**src/rtl/servo_pkg.sv**
```systemverilog
// rtl/servo_pkg.sv - shared types, 50 MHz default timing constants and angle-to-width helper for the servo PWM bank
package servo_pkg;

  typedef logic [7:0] angle_t;

  localparam int unsigned FRAME_CYC_50M   = 1000000;
  localparam int unsigned MIN_CYC_544US   = 27200;
  localparam int unsigned CYC_PER_DEG_50M = 515;
  localparam int unsigned SERVO_MAX_ANGLE = 180;

  // Clamped pulse width in clock cycles, computed at 32 bits so no product is truncated.
  function automatic logic [31:0] angle_to_cycles(
    input angle_t      angle,
    input int unsigned min_cyc,
    input int unsigned cyc_per_deg,
    input int unsigned max_angle
  );
    logic [31:0] ang_c;
    ang_c = ({24'd0, angle} > max_angle) ? max_angle : {24'd0, angle};
    return min_cyc + ang_c * cyc_per_deg;
  endfunction

endpackage

```
**src/rtl/servo_pwm_channel.sv**
```systemverilog
// rtl/servo_pwm_channel.sv - one servo channel: target/active angle, width register, comparator output
// Optional slew limiting toward the target is enabled by SERVO_BANK_SLEW_EN.
module servo_pwm_channel
  import servo_pkg::*;
#(
  parameter int unsigned CW           = 20,
  parameter int unsigned MIN_CYC      = MIN_CYC_544US,
  parameter int unsigned CYC_PER_DEG  = CYC_PER_DEG_50M,
  parameter int unsigned MAX_ANGLE    = SERVO_MAX_ANGLE,
  parameter int unsigned RESET_ANGLE  = 90,
  parameter int unsigned MAX_STEP_DEG = 5
) (
  input  logic          clk,
  input  logic          rst,
  input  logic [CW-1:0] cnt,
  input  logic          wrap,
  input  angle_t        new_target,
  input  logic          new_target_valid,
  output logic          servo,
  output logic          at_target
);

  localparam angle_t        RESET_A = angle_t'((RESET_ANGLE > MAX_ANGLE) ? MAX_ANGLE : RESET_ANGLE);
  localparam logic [CW-1:0] RESET_W = CW'(angle_to_cycles(RESET_A, MIN_CYC, CYC_PER_DEG, MAX_ANGLE));

  if (MAX_STEP_DEG > 255) begin : g_step_err
    $error("servo_pwm_channel: MAX_STEP_DEG does not fit an angle");
  end

  angle_t        target, active, tgt_nxt, act_nxt;
  logic [CW-1:0] width, width_nxt, cnt_nxt;

`ifdef SERVO_BANK_SLEW_EN
  localparam angle_t STEP = angle_t'(MAX_STEP_DEG);
`endif

  always_comb begin
    tgt_nxt = target;
    if (new_target_valid)
      tgt_nxt = ({24'd0, new_target} > MAX_ANGLE) ? angle_t'(MAX_ANGLE) : new_target;
`ifdef SERVO_BANK_SLEW_EN
    act_nxt = active;
    if (tgt_nxt > active)
      act_nxt = ((tgt_nxt - active) > STEP) ? active + STEP : tgt_nxt;
    else if (tgt_nxt < active)
      act_nxt = ((active - tgt_nxt) > STEP) ? active - STEP : tgt_nxt;
`else
    act_nxt = tgt_nxt;
`endif
    // Look one edge ahead so the registered output rises in the cnt==0 cycle.
    width_nxt = wrap ? CW'(angle_to_cycles(act_nxt, MIN_CYC, CYC_PER_DEG, MAX_ANGLE)) : width;
    cnt_nxt   = wrap ? '0 : cnt + CW'(1);
  end

  always_ff @(posedge clk) begin
    if (rst) begin
      target <= RESET_A;
      active <= RESET_A;
      width  <= RESET_W;
      servo  <= 1'b0;
    end else begin
      servo <= (cnt_nxt < width_nxt);
      if (wrap) begin
        target <= tgt_nxt;
        active <= act_nxt;
        width  <= width_nxt;
      end
    end
  end

  // Both operands are registers that only change on the wrap edge.
  assign at_target = (active == target);

endmodule

```
**src/rtl/servo_pwm_bank.sv**
```systemverilog
// rtl/servo_pwm_bank.sv - N-channel servo PWM bank: shared frame counter, pending buffer, load arbitration
// Optional slew limiting per channel is enabled by SERVO_BANK_SLEW_EN.
module servo_pwm_bank
  import servo_pkg::*;
#(
  parameter int unsigned N_CH         = 4,
  parameter int unsigned FRAME_CYC    = FRAME_CYC_50M,
  parameter int unsigned MIN_CYC      = MIN_CYC_544US,
  parameter int unsigned CYC_PER_DEG  = CYC_PER_DEG_50M,
  parameter int unsigned MAX_ANGLE    = SERVO_MAX_ANGLE,
  parameter int unsigned RESET_ANGLE  = 90,
  parameter int unsigned MAX_STEP_DEG = 5
) (
  input  logic              clk,
  input  logic              rst,
  input  logic              load,
  input  logic [8*N_CH-1:0] angle_in,
  output logic [N_CH-1:0]   servo,
  output logic              frame_tick,
  output logic              pending,
  output logic [N_CH-1:0]   at_target
);

  localparam int unsigned CW = $clog2(FRAME_CYC);

  if (MIN_CYC + MAX_ANGLE * CYC_PER_DEG >= FRAME_CYC) begin : g_cfg_err
    $error("servo_pwm_bank: widest pulse does not fit inside one frame");
  end

  logic [CW-1:0]     cnt;
  logic              wrap;
  logic              nt_valid;
  logic [8*N_CH-1:0] pend_buf;
  logic [8*N_CH-1:0] nt_bus;

  assign wrap     = (cnt == CW'(FRAME_CYC - 1));
  assign nt_valid = wrap && (load || pending);
  // A load on the wrap edge itself is newer than anything buffered.
  assign nt_bus   = load ? angle_in : pend_buf;

  always_ff @(posedge clk) begin
    if (rst) begin
      cnt        <= CW'(FRAME_CYC - 1);
      frame_tick <= 1'b0;
      pending    <= 1'b0;
      pend_buf   <= '0;
    end else begin
      cnt        <= wrap ? '0 : cnt + CW'(1);
      frame_tick <= wrap;
      if (wrap) begin
        pending <= 1'b0;
      end else if (load) begin
        pend_buf <= angle_in;
        pending  <= 1'b1;
      end
    end
  end

  for (genvar i = 0; i < N_CH; i++) begin : g_ch
    servo_pwm_channel #(
      .CW           (CW),
      .MIN_CYC      (MIN_CYC),
      .CYC_PER_DEG  (CYC_PER_DEG),
      .MAX_ANGLE    (MAX_ANGLE),
      .RESET_ANGLE  (RESET_ANGLE),
      .MAX_STEP_DEG (MAX_STEP_DEG)
    ) u_ch (
      .clk              (clk),
      .rst              (rst),
      .cnt              (cnt),
      .wrap             (wrap),
      .new_target       (nt_bus[8*i +: 8]),
      .new_target_valid (nt_valid),
      .servo            (servo[i]),
      .at_target        (at_target[i])
    );
  end

endmodule

```
**config.mk**
```make
export PLATFORM = sky130hd
export DESIGN_NAME = servo_pwm_bank
export DESIGN_NICKNAME = d
export VERILOG_FILES = /design/src/rtl/servo_pkg.sv /design/src/rtl/servo_pwm_channel.sv /design/src/rtl/servo_pwm_bank.sv
export SDC_FILE = /design/constraint.sdc
export NUM_CORES = 1
export LEC_CHECK = 0
export CAP_MARGIN = 20
export CORE_MARGIN = 2
export CORE_UTILIZATION = 27
export CTS_CLUSTER_SIZE = 8
export DETAILED_ROUTE_END_ITERATION = 10
export PLACE_DENSITY = 0.45
export SLEW_MARGIN = 20
export SYNTH_ARGS = -nofsm -noshare
export SYNTH_HDL_FRONTEND = slang
export SYNTH_SLANG_ARGS = --single-unit
```
**constraint.sdc**
```tcl
create_clock -name clk -period 19.66 [get_ports clk]
set_input_delay 3.932 -clock clk [delete_from_list [all_inputs] [get_ports clk]]
set_output_delay 3.932 -clock clk [all_outputs]
set_load 0.005 [all_outputs]
```
# After elaboration in Yosys (flattened, before gate mapping)
# Index checks and enable logic that the tools add are counted.
# totals
regBits,170
output_inout_bits,10
# op_classes
muxes,18
add_sub_neg,5
n_eq_ne,1
multipliers,4
n_lt_le_gt_ge,12
reduce_logical,3
# op_table
operator,count
"32-bit by 10-bit multiplier with 20-bit output, second input constant",4
20-bit 2-to-1 mux,5
8-bit 2-to-1 mux,12
"15-bit by 20-bit adder with 20-bit output, first input constant",4
20-bit less-than comparator,4
"8-bit > comparator, second input constant",8
32-bit 2-to-1 mux,1
"20-bit by 1-bit adder with 20-bit output, second input constant",1
"20-bit equality test, second input constant",1
2-bit OR reduction,1
1-bit logical AND,1
1-bit logical OR,1

# Longest topological paths before layout
# depth
word_depth,10
mapped_depth,35

# By module
# From an unflattened synthesis, not the netlist that was laid out.
# hier_totals
cells_unflattened,1773
area_unflattened_um2,14476.4
# by_module_without_submodules
module,area_per_inst_um2,cells_each,n_inst
servo_pwm_channel (g_ch[0].u_ch ...),3005.4,386,2
servo_pwm_channel (g_ch[1].u_ch),3171.8,401,1
servo_pwm_channel (g_ch[3].u_ch),3010.4,384,1
servo_pwm_bank,2283.4,216,1

# Worst setup path after synthesis
# OpenSTA, ideal clock, no wires.
# synth_path
kind,input to register
startpoint,input load
endpoint,register g_ch[2].u_ch.servo
t_arrival_ps,10115
setup_time_ps,119
n_path_buf,5
t_required_ps,19541
stages,30
slack_ps,9425
cell_sequence,buf_1 > clkbuf_1 > buf_1 > clkbuf_1 > buf_1 > mux2i_1 > nand2_1 > o21ai_0 > and2_1 > inv_1 > ha_1 > ha_1 > ha_1 > ha_1 > a21o_1 > a21oi_1 > o21bai_1 > a2111o_1 > a41oi_1 > nor3_1 > xor2_1 > a21oi_1 > ha_1 > nand4_1 > nor2_1 > nand3_1 > nor3_1 > nand4_1 > a31oi_1 > a21oi_1
# synth_between
elab_chain_len,10
word_cells_on_any_way,12
# synth_rtl
item,line,rtl
from (decl),servo_pwm_bank.sv:16,"input logic load,"
32-bit 2-to-1 mux,n/a,
8-bit > comparator,servo_pwm_channel.sv:40,"tgt_nxt = ({24'd0, new_target} > MAX_ANGLE) ? angle_t'(MAX_ANGLE) : new_target;"
8-bit 2-to-1 mux,servo_pwm_channel.sv:40,
8-bit 2-to-1 mux (*),servo_pwm_channel.sv:39,if (new_target_valid)
8-bit > comparator,servo_pkg.sv:19,"ang_c = ({24'd0, angle} > max_angle) ? max_angle : {24'd0, angle};"
8-bit 2-to-1 mux (*),servo_pkg.sv:19,
32-bit by 10-bit multiplier with 20-bit output (*),servo_pkg.sv:20,return min_cyc + ang_c * cyc_per_deg;
15-bit by 20-bit adder with 20-bit output (*),servo_pkg.sv:20,
20-bit 2-to-1 mux (*),servo_pwm_channel.sv:51,"width_nxt = wrap ? CW'(angle_to_cycles(act_nxt, MIN_CYC, CYC_PER_DEG, MAX_ANGLE)) : width;"
20-bit less-than comparator (*),servo_pwm_channel.sv:62,servo <= (cnt_nxt < width_nxt);
to (signal assigned),servo_pwm_channel.sv:62,
to (decl),servo_pwm_channel.sv:19,"output logic servo,"
# Mark *: on every way between the ends. The rest lies on a longest branch, timed or not.
# A chain may end at the register's enable or synchronous reset.

# Worst setup path after layout
# layout_path
startpoint,input load
endpoint,register g_ch[1].u_ch.servo
# layout_between
elab_chain_len,10
word_cells_on_any_way,12
# layout_rtl
item,line
32-bit 2-to-1 mux,n/a
8-bit > comparator,servo_pwm_channel.sv:40
8-bit 2-to-1 mux,servo_pwm_channel.sv:40
8-bit 2-to-1 mux (*),servo_pwm_channel.sv:39
8-bit > comparator,servo_pkg.sv:19
8-bit 2-to-1 mux (*),servo_pkg.sv:19
32-bit by 10-bit multiplier with 20-bit output (*),servo_pkg.sv:20
15-bit by 20-bit adder with 20-bit output (*),servo_pkg.sv:20
20-bit 2-to-1 mux (*),servo_pwm_channel.sv:51
20-bit less-than comparator (*),servo_pwm_channel.sv:62
to (signal assigned),servo_pwm_channel.sv:62
to (decl),servo_pwm_channel.sv:19
# Marks and branches as above.

==> results.ini <==
[run_status]
status = finished clean

[placed_design]
port_buffers = 40
place_ws_ps = 8650
place.gp.congestion = 0.793
dp_hpwl_mm = 24.7

[sta]
max_freq_ghz = 0.0953
fin_setup_tns_ps = 0
finalHoldViolCount = 0
finalMaxSlewViolations = 0
rsz0062_at_grt = false
finClkSkew_ps = 10.8
fin_crit_sh = 0.534
slew_headroom = 0.345
final-setup-viol-count = 0
worst_slack_ps = 9170
tightest_slew_ps = 976
finalCriticalPeriod_ps = 10490

[logic_synthesis]
yosys-top-cells-area = dfxtp_1 28%, ha_1 21%, mux2i_1 5.9%
ys_seq_area_frac = 0.281
netlist_area_um2 = 12100
synth_mux_area_frac = 0.0706
synth_seq_cells = 170
synth_cell_types = 67
synth_common_cells = 202 x ha_1, 170 x dfxtp_1, 145 x nor2_1
ys_warn_count = 0
synth_flop_cell = dfxtp_1
synth_edf_count = 0
synth_top_family_by_area = adder cells
yosysTopAreaCell = dfxtp_1
synth_compound_area_frac = 0.169
synth_fa_ha_area_frac = 0.216
async_flop_share = 0
synth_simple_gate_area_share = 0.173
syn_inst = 1415
yosys.area_share.xor_xnor = 0.0455
syn_area_per_cell_um2 = 8.57
synth_top_area_frac = 0.281
synth_most_common_cell = ha_1

[cells_and_area]
multi_input_area_um2 = 8230
area_growth_pct = 13.4
drive_above_1_share = 0.0505
regArea_um2 = 3400
nets = 1673
fillers = 4713

[die]
io_pins = 45
die_area_um2 = 46600
start_util = 0.274
core_area_um2 = 44300
die_h_um = 216
die_w_um = 216
rows = 77

[critical_path]
r2r_setup_slack_ps = 11600
path_buf_inv = 2
crit_required_ps = 20020
critical_path_class = input port to flip-flop
cp_slowest_cell = or3_1
cp-end-kind = flip-flop
crit_family = compound AO/OA/AOI/OAI gates
cp_max_fo = 57
start_kind = input port
cp_slowest_stage_delay_ps = 770
cp_common_cell = ha_1
cp.arrival_ps = 10860

[drt]
routed_wl_mm = 33.0
drt-pass1-iter-count = 4
vias = 9714
drt_iter0_drc = 486
avgRoutedWirePerCell_um = 16.2
antenna_left = 0
remaining_drc_errors = 0
vias_per_cell = 4.77

[cts]
cts_sinks = 170
htree_levels = 4
clk_pin_slew_ps = 70
hold_buffers = 0
cts_buffers = 17
clk_latency_ps = 450
clockRootBuffer = clkbuf_16
clock_path_buffers = 2
post-cts-setup-buffers = 0
cts_tree = yes
post_cts_resized = 0

[global_routing]
grt_max_degree = 85
grt_pass1_wl_mm = 53.2
grt_pass1_vias = 9669
overflow = 0
grt_usage = 0.145
antenna_found_initial = 1

[flow_run]
max-cap-violations = 0

[worst_hold_path]
hold_path.class = flip-flop to flip-flop

## worst paths after layout
path,from,end,depth (start not counted)
min reg2reg,g_ch[1].u_ch.width[3],g_ch[1].u_ch.width[3],2
max reg2reg,cnt[0],g_ch[1].u_ch.servo,26
max,load,g_ch[1].u_ch.servo,26
min,g_ch[1].u_ch.width[3],g_ch[1].u_ch.width[3],2
## worst min-delay path, delay by kind of cell, from the launching register on
kind | cells | cell delay [ps]
AND/OR/NAND/NOR | 1 | 60
AO/OA/AOI/OAI | 1 | 70
flip-flops | 1 | 310
## per-layer routing
layer,share of wire,global-route usage
met1,0.52,0.203
met2,0.44,0.230
met5,0,0
met4,0.015,0.0409
met3,0.027,0.0221
## kinds of logic (layout without fill, tap and decap cells)
group / Yosys count / count (layout)
compound gates: 313 / 313
other cells: 2 / 13
simple gates: 441 / 441
flops: 170 / 170
buf+inv: 135 / 155
mux: 84 / 84
xor+xnor: 63 / 63
fa+ha+maj: 207 / 207
## area by class of cell
cell class | instances | area share
multi-input combinational | 1120 | 0.599
inverter | 72 | 0.0197
tap | 592 | 0.0539
clock inverter | 12 | 0.0116
antenna | 1 | 0.000182
clock buffer | 20 | 0.0339
timing repair buffer | 51 | 0.0346
sequential | 170 | 0.248
## registers in the layout, indices dropped and copies added (netlist names)
register,count
pending,1
frame_tick,1
pend_buf,32
g_ch.u_ch.target,24
g_ch.u_ch.width,80
cnt,20
g_ch.u_ch.servo,4
g_ch.u_ch.active,8
## cell usage in the layout (no fill, tap or decap), types with 6 or more instances in the layout
master and count:
clkbuf_16 17, a21boi_0 7, nand2_1 117, o31ai_1 6, a31oi_1 16, dfxtp_1 170
clkdlybuf4s50_1 38, nor2_1 144, a211o_1 6, nand4_1 21, or2_2 6, mux2i_1 72
and3_1 17, conb_1 12, xnor2_1 39, nor3_1 15, buf_4 12, o21ai_0 55
a211oi_1 19, mux2_2 12, o22ai_1 11, a21o_1 48, a21oi_1 84, xor2_1 24
o21bai_1 8, o211a_1 10, nand2b_1 18, ha_1 202, nand3_1 22, nor2b_1 19
and2_1 31, o211ai_1 12, inv_1 71
## per-stage QoR
stage / hold WS, ps / std cells / instance area, um2 / utilization
after floorplan: 432 / 1425 / 12200 / -
after global placement: 442 / 2005 / 13100 / 0.296
after detailed placement: 449 / 2005 / 13100 / 0.296
after CTS: 463 / 2037 / 13700 / 0.310
after global routing: 483 / 2037 / 13700 / 0.310
final: 461 / 2038 / 13700 / 0.310
Power is not shown: default switching activity piles up to over one toggle a cycle in this logic, so the estimate is an artifact.
